**config.mk**
```make
export PLATFORM = sky130hd
export DESIGN_NAME = plru_replace_ctrl
export DESIGN_NICKNAME = d
export VERILOG_FILES = /design/src/rtl/plru_replace_ctrl.sv
export SDC_FILE = /design/constraint.sdc
export NUM_CORES = 1
export LEC_CHECK = 0
export CORE_UTILIZATION = 45
export CTS_BUF_LIST = sky130_fd_sc_hd__clkbuf_2 sky130_fd_sc_hd__clkbuf_4 sky130_fd_sc_hd__clkbuf_8
export DETAILED_ROUTE_END_ITERATION = 10
export HOLD_SLACK_MARGIN = 0.05
export SLEW_MARGIN = 20
export SYNTH_ARGS = -nofsm -noshare
export SYNTH_HDL_FRONTEND = slang
export SYNTH_SLANG_ARGS = --single-unit
export TNS_END_PERCENT = 30
```
**constraint.sdc**
```tcl
create_clock -name clk -period 3.15 [get_ports clk]
set_input_delay 0.7875 -clock clk [delete_from_list [all_inputs] [get_ports clk]]
set_output_delay 0.7875 -clock clk [all_outputs]
set_load 0.05 [all_outputs]
```
**src/rtl/plru_replace_ctrl.sv**
```systemverilog
// Tree-PLRU replacement controller for NUM_SETS sets of NUM_WAYS ways.
// Serialises TOUCH/ALLOCATE/INVALIDATE/FLUSH requests and returns a victim way
// for each ALLOCATE, preferring the lowest-index invalid way over the PLRU choice.
module plru_replace_ctrl #(
   parameter int unsigned NUM_WAYS = 4,
   parameter int unsigned NUM_SETS = 16
) (
   input  logic                        clk,
   input  logic                        reset,
   input  logic                        req_valid,
   output logic                        req_ready,
   input  logic [1:0]                  req_op,
   input  logic [$clog2(NUM_SETS)-1:0] req_set,
   input  logic [$clog2(NUM_WAYS)-1:0] req_way,
   output logic                        resp_valid,
   output logic [$clog2(NUM_WAYS)-1:0] resp_way,
   output logic                        resp_evict
);

   localparam int unsigned WAY_W = $clog2(NUM_WAYS);
   localparam int unsigned SET_W = $clog2(NUM_SETS);

   localparam logic [1:0] OP_TOUCH = 2'b00;
   localparam logic [1:0] OP_ALLOC = 2'b01;
   localparam logic [1:0] OP_INVAL = 2'b10;
   localparam logic [1:0] OP_FLUSH = 2'b11;

   localparam logic [1:0] ST_IDLE   = 2'd0;
   localparam logic [1:0] ST_LOOKUP = 2'd1;
   localparam logic [1:0] ST_FLUSH  = 2'd2;
   localparam logic [1:0] ST_RESP   = 2'd3;

   logic [1:0]       state_q, state_d;
   logic [1:0]       op_q;
   logic [SET_W-1:0] set_q;
   logic [WAY_W-1:0] way_q;
   logic [SET_W-1:0] flush_cnt_q;

   // Tree bits use heap indices 1..NUM_WAYS-1; bit 0 is never written and stays 0.
   logic [NUM_WAYS-1:0] tree_mem  [NUM_SETS];
   logic [NUM_WAYS-1:0] valid_mem [NUM_SETS];

   logic [NUM_WAYS-1:0] new_tree_q, new_valid_q;
   logic [WAY_W-1:0]    resp_way_q;
   logic                resp_evict_q;

   logic [NUM_WAYS-1:0] cur_tree, cur_valid;
   logic [NUM_WAYS-1:0] mru_tree;
   logic [NUM_WAYS-1:0] calc_tree, calc_valid;
   logic [WAY_W:0]      walk_node;
   logic [WAY_W:0]      mru_node;
   logic [WAY_W-1:0]    plru_way, inv_way, victim, mru_way, calc_way;
   logic                has_inv, calc_evict;

   assign req_ready  = (state_q == ST_IDLE);
   assign resp_valid = (state_q == ST_RESP);
   assign resp_way   = resp_way_q;
   assign resp_evict = resp_evict_q;

   // Victim selection and next set state for the latched request.
   always_comb begin
      cur_tree  = tree_mem[set_q];
      cur_valid = valid_mem[set_q];

      // PLRU walk: next node = 2*i + t[i], so shift the tree bit in at the bottom.
      walk_node = {{WAY_W{1'b0}}, 1'b1};
      for (int l = 0; l < int'(WAY_W); l++) begin
         walk_node = {walk_node[WAY_W-1:0], cur_tree[walk_node[WAY_W-1:0]]};
      end
      plru_way = walk_node[WAY_W-1:0];

      // Scan downward so the lowest-index invalid way wins.
      has_inv = 1'b0;
      inv_way = '0;
      for (int w = int'(NUM_WAYS) - 1; w >= 0; w--) begin
         if (!cur_valid[w]) begin
            has_inv = 1'b1;
            inv_way = WAY_W'(w);
         end
      end
      victim = has_inv ? inv_way : plru_way;

      // MRU update: each parent points away from the child we came from.
      mru_way  = (op_q == OP_ALLOC) ? victim : way_q;
      mru_tree = cur_tree;
      mru_node = {1'b1, mru_way};
      for (int l = 0; l < int'(WAY_W); l++) begin
         mru_tree[mru_node[WAY_W:1]] = ~mru_node[0];
         mru_node = {1'b0, mru_node[WAY_W:1]};
      end

      calc_tree  = cur_tree;
      calc_valid = cur_valid;
      calc_way   = '0;
      calc_evict = 1'b0;
      case (op_q)
         OP_TOUCH: begin
            calc_tree = mru_tree;
            calc_way  = way_q;
         end
         OP_ALLOC: begin
            calc_tree          = mru_tree;
            calc_valid[victim] = 1'b1;
            calc_way           = victim;
            calc_evict         = cur_valid[victim];
         end
         OP_INVAL: begin
            calc_valid[way_q] = 1'b0;
            calc_way          = way_q;
         end
         default: ;
      endcase
   end

   // FSM next-state.
   always_comb begin
      state_d = state_q;
      case (state_q)
         ST_IDLE: begin
            if (req_valid) state_d = (req_op == OP_FLUSH) ? ST_FLUSH : ST_LOOKUP;
         end
         ST_LOOKUP: state_d = ST_RESP;
         ST_FLUSH: begin
            if (flush_cnt_q == SET_W'(NUM_SETS - 1)) state_d = ST_RESP;
         end
         ST_RESP: state_d = ST_IDLE;
         default: state_d = ST_IDLE;
      endcase
   end

   // FSM, request latch, flush counter and registered response fields.
   always_ff @(posedge clk) begin
      if (reset) begin
         state_q      <= ST_IDLE;
         op_q         <= OP_TOUCH;
         set_q        <= '0;
         way_q        <= '0;
         flush_cnt_q  <= '0;
         new_tree_q   <= '0;
         new_valid_q  <= '0;
         resp_way_q   <= '0;
         resp_evict_q <= 1'b0;
      end else begin
         state_q <= state_d;
         if (state_q == ST_IDLE && req_valid) begin
            op_q  <= req_op;
            set_q <= req_set;
            way_q <= req_way;
         end
         if (state_q == ST_LOOKUP) begin
            new_tree_q   <= calc_tree;
            new_valid_q  <= calc_valid;
            resp_way_q   <= calc_way;
            resp_evict_q <= calc_evict;
         end
         if (state_q == ST_FLUSH) begin
            // Power-of-two set count: the counter wraps back to 0 after the last set.
            flush_cnt_q <= flush_cnt_q + 1'b1;
            if (flush_cnt_q == SET_W'(NUM_SETS - 1)) begin
               resp_way_q   <= '0;
               resp_evict_q <= 1'b0;
            end
         end
      end
   end

   // Per-set storage: cleared on reset, one set per FLUSH cycle, written back in RESP.
   always_ff @(posedge clk) begin
      if (reset) begin
         for (int s = 0; s < int'(NUM_SETS); s++) begin
            tree_mem[s]  <= '0;
            valid_mem[s] <= '0;
         end
      end else if (state_q == ST_FLUSH) begin
         tree_mem[flush_cnt_q]  <= '0;
         valid_mem[flush_cnt_q] <= '0;
      end else if (state_q == ST_RESP && op_q != OP_FLUSH) begin
         tree_mem[set_q]  <= new_tree_q;
         valid_mem[set_q] <= new_valid_q;
      end
   end

endmodule

```
### After elaboration in Yosys (flattened, before gate mapping)

Memory sizes are Yosys's and may differ from the RTL's. A register that Yosys moved wholly into a read port is not among the register bits.
Index checks and enable logic that the tools add are counted.

| word-level totals | value |
|---|---|
| register bits after elaboration | 25 |
| latch bits | 0 |
| memory bits (writable) | 128 |
| bits in read-only memories | 0 |
| bits of input ports | 11 |
| output and inout port bits | 5 |
| word-level logic and storage cells | 108 |
| memories | 2 |

| operators by class | value |
|---|---|
| add/sub/neg operators | 1 |
| $mul | 0 |
| div/mod/pow operators | 0 |
| order comparisons | 7 |
| eq/ne operators | 10 |
| shift operators | 0 |
| mux-type cells | 60 |
| bitwise gates (word level) | 5 |
| reduce and logical (&&, ||, !) cells | 14 |

Memory list:

| memory | words | bits a word | read ports | clocked after Yosys merged registers in | wr ports | line | RTL |
|---|---|---|---|---|---|---|---|
| tree_mem | 16 | 4 | 1 | 1 | 16 | 40 | `logic [NUM_WAYS-1:0] tree_mem [NUM_SETS];` |
| valid_mem | 16 | 4 | 1 | 1 | 16 | 41 | `logic [NUM_WAYS-1:0] valid_mem [NUM_SETS];` |

Operators with widths:

| kind | count |
|---|---|
| $mux W4 | 13 |
| $mux W1 | 27 |
| $mux W2 | 12 |
| $reduce_or A4 Y1 | 4 |
| $lt A2 B3 Y1 const B | 4 |
| $eq A2 B2 Y1 const B | 4 |
| $pmux W2 S4 | 1 |
| $pmux W4 S2 | 1 |
| $ge A2 B1 Y1 const B | 3 |
| $ne A2 B2 Y1 const B | 3 |
| $logic_and A1 B1 Y1 | 5 |
| $add A4 B1 Y4 const B | 1 |
| $and A4 B4 Y4 | 1 |
| $bwmux W4 | 1 |
| $demux W1 S2 | 2 |
| $eq A2 B1 Y1 const B | 2 |
| $eq A4 B4 Y1 const B | 1 |
| $logic_not A2 Y1 | 2 |
| $not A4 Y4 | 1 |
| $or A4 B4 Y4 | 1 |
| $pmux W2 S2 | 1 |
| $reduce_or A2 Y1 | 2 |
| $bmux W1 S2 | 1 |
| $not A1 Y1 | 2 |
| other kinds (2) | 2 |

### Depth between registers and ports, before layout

| depth | value |
|---|---|
| depth in word-level cells | 12 |
| mapped depth | 10 |
| gate-level depth less buffers | 8 |

### Worst setup path before layout

No wires, ideal clock.

| timing path | value |
|---|---|
| kind | in2reg |
| start point | input port reset |
| end point | memory tree_mem[4][1] (enable) |
| library setup time | 0.324 ns |
| arrival time | 2.335 ns |
| required time | 2.826 ns |
| path slack | 0.491 ns |
| stages | 7 |
| path buffers | 2 |
| path through | clkbuf_1 -> nor4b_4 -> clkbuf_1 -> nand3b_1 -> o21ai_0 -> nand2_1 -> nand2_1 |

RTL lines:

| element | line | RTL |
|---|---|---|
| start: declaration | 9 | `input logic reset,` |
| end: declaration | 40 |  |

### Final worst setup path

| timing path | value |
|---|---|
| start point | register state_q[0] |
| end point | output port req_ready |

| between the ends | value |
|---|---|
| cells in the longest elaborated chain, start to end | 1 |

RTL lines:

| element | line | RTL |
|---|---|---|
| start: declaration | 33 | `logic [1:0] state_q, state_d;` |
| start signal: assignment | 144 | `state_q <= state_d;` |
| $logic_not A2 Y1 | 55 | `assign req_ready = (state_q == ST_IDLE);` |
| end: declaration | 11 | `output logic req_ready,` |

No other way between the ends.

==> results.py <==
metrics = {
    "status": {
        "status": "finished, final reports clean",
    },
    "detailed_routing": {
        "avgRoutedWirePerCell_um": 20.3,
        "post-route-drc-count": 0,
        "route.met2.wl_mm": 7.21,
        "drt-initial-drc-count": 522,
        "met1Wirelength_mm": 7.16,
        "antenna_left": 0,
        "first_pass_iters": 5,
        "top_layer": "met4",
        "dr_total_vias": 4499,
        "vias_per_cell": 5.73,
        "finalWirelength_mm": 15.9,
        "route.met3.wl_mm": 1.16,
    },
    "power": {
        "p_per_area_nw_per_um2": 689,
        "leakage_nw": 2.54,
        "ir_drop_uv": 302,
    },
    "yosys": {
        "synth_commonest_cells": "nor2_1, edfxtp_1, nand2_1, dfxtp_1, mux2i_1",
        "synth.cell_area_sq_um": 6530,
        "synth-edff-count": 112,
        "synthCells": 549,
        "synth_top_area_frac": 0.515,
        "yosysWarnings": 0,
        "syn_area_per_cell_sq_um": 11.9,
        "yosysSeqAreaShare": 0.601,
        "ys.flop_type": "edfxtp_1",
        "synth_area_leader_cell": "edfxtp_1",
        "syn_nets": 570,
        "async_flop_share": 0,
        "yosysMostFrequentCell": "nor2_1",
        "yosysUniqueCellTypes": 61,
        "synth_area_leaders": "edfxtp_1, dfxtp_1, nor2_1",
        "synth.ff_latch_count": 140,
    },
    "clock_network": {
        "cts_root_buf": "clkbuf_8",
        "clock_latency_ps": 460,
        "ctsHoldBuffers": 0,
        "clkSinkCount": 140,
        "htreeDepth": 4,
        "cts_resized": 0,
        "clock_path_buffers": 2,
        "cts_tree": "done",
        "cts_setup_buffers": 0,
        "numCtsBuffers": 17,
        "clk_pin_slew_ps": 80,
    },
    "critical_path": {
        "cp_slowest_cell": "clkdlybuf4s50_1",
        "end_kind": "primary output",
        "slowest_delay_ps": 890,
        "critPathRequiredTime_ps": 2360,
        "r2r_setup_slack_ps": 390,
        "cp_top_family": "buffers and inverters",
        "crit_type": "reg -> out",
        "start_kind": "flop",
        "r2r_cells": 7,
        "crit_chain": "inv_1, ha_1, clkdlybuf4s50_1",
        "crit_buf_inv": 2,
        "path_max_fanout": 14,
        "cp.depth": 3,
        "critPathArrivalTime_ps": 2210,
    },
    "hold_path": {
        "min_path_cells": 2,
        "hold_class": "reg -> reg",
    },
    "placement": {
        "place_ws_ps": 199,
        "hpwlAfterDp_mm": 11.2,
        "post-place-cells": 753,
        "port_buffers": 15,
        "globalplace.congestion": 0.843,
    },
    "finish": {
        "diodes": 0,
        "drive_gt1_frac": 0.149,
        "instances_no_fill": 785,
        "utilization": 0.534,
        "area_delta_synth_final_pct": 14.9,
        "final_nets": 613,
    },
    "run": {
        "max_cap_viol_count": 0,
    },
    "floorplan": {
        "die_height_um": 122,
        "die_w_um": 122,
        "initial_core_util": 0.465,
        "core_sq_um": 14000,
        "io_pins": 16,
        "rows": 43,
        "die-area_sq_um": 15000,
    },
    "global_routing": {
        "overflow": 0,
        "grt_antenna_before_repair": 0,
        "grt_max_degree": 24,
        "grtUsageTotal": 0.233,
        "grt_pass1_vias": 4432,
        "grt_pass1_wl_mm": 24.9,
    },
    "sta": {
        "layout_setup_ws_ps": 150,
        "max_freq_ghz": 0.333,
        "post-route-period-util": 0.952,
        "relSlewSlack": 0.485,
        "worstMarginPinSlew_ps": 770,
        "finalCriticalPeriod_ps": 3000,
        "setup_viol": 0,
        "rsz0062_at_grt": "no",
        "finClkSkew_ps": 12.0,
        "slew_violations": 0,
        "fin_setup_tns_ps": 0,
        "hold_viol": 0,
    },
}
==> tightest hold or removal path, cell delays in order, from the launching register on <==
cell and delay (ps):
dfxtp_1 330, nand2_1 60, a21oi_1 50
==> area by class of cell <==
type                    instances  area (sq um)
fillers                      1191          6540
flip-flops and latches        140          3930
multi-input cells             369          2410
repair buffers                 51           420
clock buffers                  22           290
well taps                     180           225
clock inverters                10           186
inverters                      13          48.8
==> power by group <==
part | switching [W] | leakage [nW] | internal [W]
Sequential | 0.000129 | 1.39 | 0.00213
Clock | 0.000697 | 0.240 | 0.00103
Combinational | 0.000710 | 0.912 | 0.000475
Total | 0.00154 | 2.54 | 0.00363
==> cell usage in the layout, fill, tap and decap left out, types with 9 or more instances in the layout <==
cell	netlist	final
nand2_1	59	59
nor2_1	132	132
mux2i_1	22	22
dfxtp_1	28	27
buf_4	1	36
inv_1	13	13
edfxtp_1	112	112
nand3_1	14	14
clkdlybuf4s50_1	0	15
clkbuf_8	0	20
mux4_2	9	9
ha_1	10	10
a21oi_1	20	20
mux4_1	9	9
==> worst paths after layout <==
| kind | start | end |
|---|---|---|
| max | state_q[0]$_SDFFE_PP0P_ | req_ready |
| min | resp_evict$_SDFF_PP0_ | resp_evict$_SDFF_PP0_ |
| max reg2reg | flop | new_tree_q[2]$_SDFFE_PP0N_ |
| min reg2reg | resp_evict$_SDFF_PP0_ | resp_evict$_SDFF_PP0_ |
==> metrics by stage <==
stage	power, W	hold slack [ps]	instance area (sq um)
after global placement	0.00345	451	7030
after CTS	0.00519	474	7500
after detailed placement	0.00348	459	7030
after global routing	0.00538	497	7500
after floorplan	0.00314	441	6530
final	0.00517	479	7500
==> flip-flops by register name, indices dropped and copies added (netlist names), named ones only <==
| name | flops |
|---|---|
| new_valid_q | 4 |
| resp_evict | 1 |
| flush_cnt_q | 4 |
| way_q | 2 |
| set_q | 4 |
| valid_mem | 64 |
| tree_mem | 48 |
| state_q | 2 |
| new_tree_q | 3 |
| resp_way | 2 |
| op_q | 2 |
==> per-layer routing <==
metal,global-route usage,up-vias
met5,0,-
met4,0.0892,0
met3,0.0572,30
met2,0.346,173
met1,0.329,2208
li1,-,2088
==> cells by family (layout without fill, tap and decap cells) <==
group / Yosys count / in the layout / share of synthesized area
buffers and inverters: 40 / 96 / 0.0307
XOR/XNOR: 3 / 3 / 0.00402
multiplexers: 41 / 41 / 0.103
flip-flops: 140 / 140 / 0.601
AO/OA/AOI/OAI: 76 / 76 / 0.0828
adder cells (fa/ha/maj): 10 / 10 / 0.0192
AND/OR/NAND/NOR: 239 / 239 / 0.160
(Power assumes the default switching activity.)
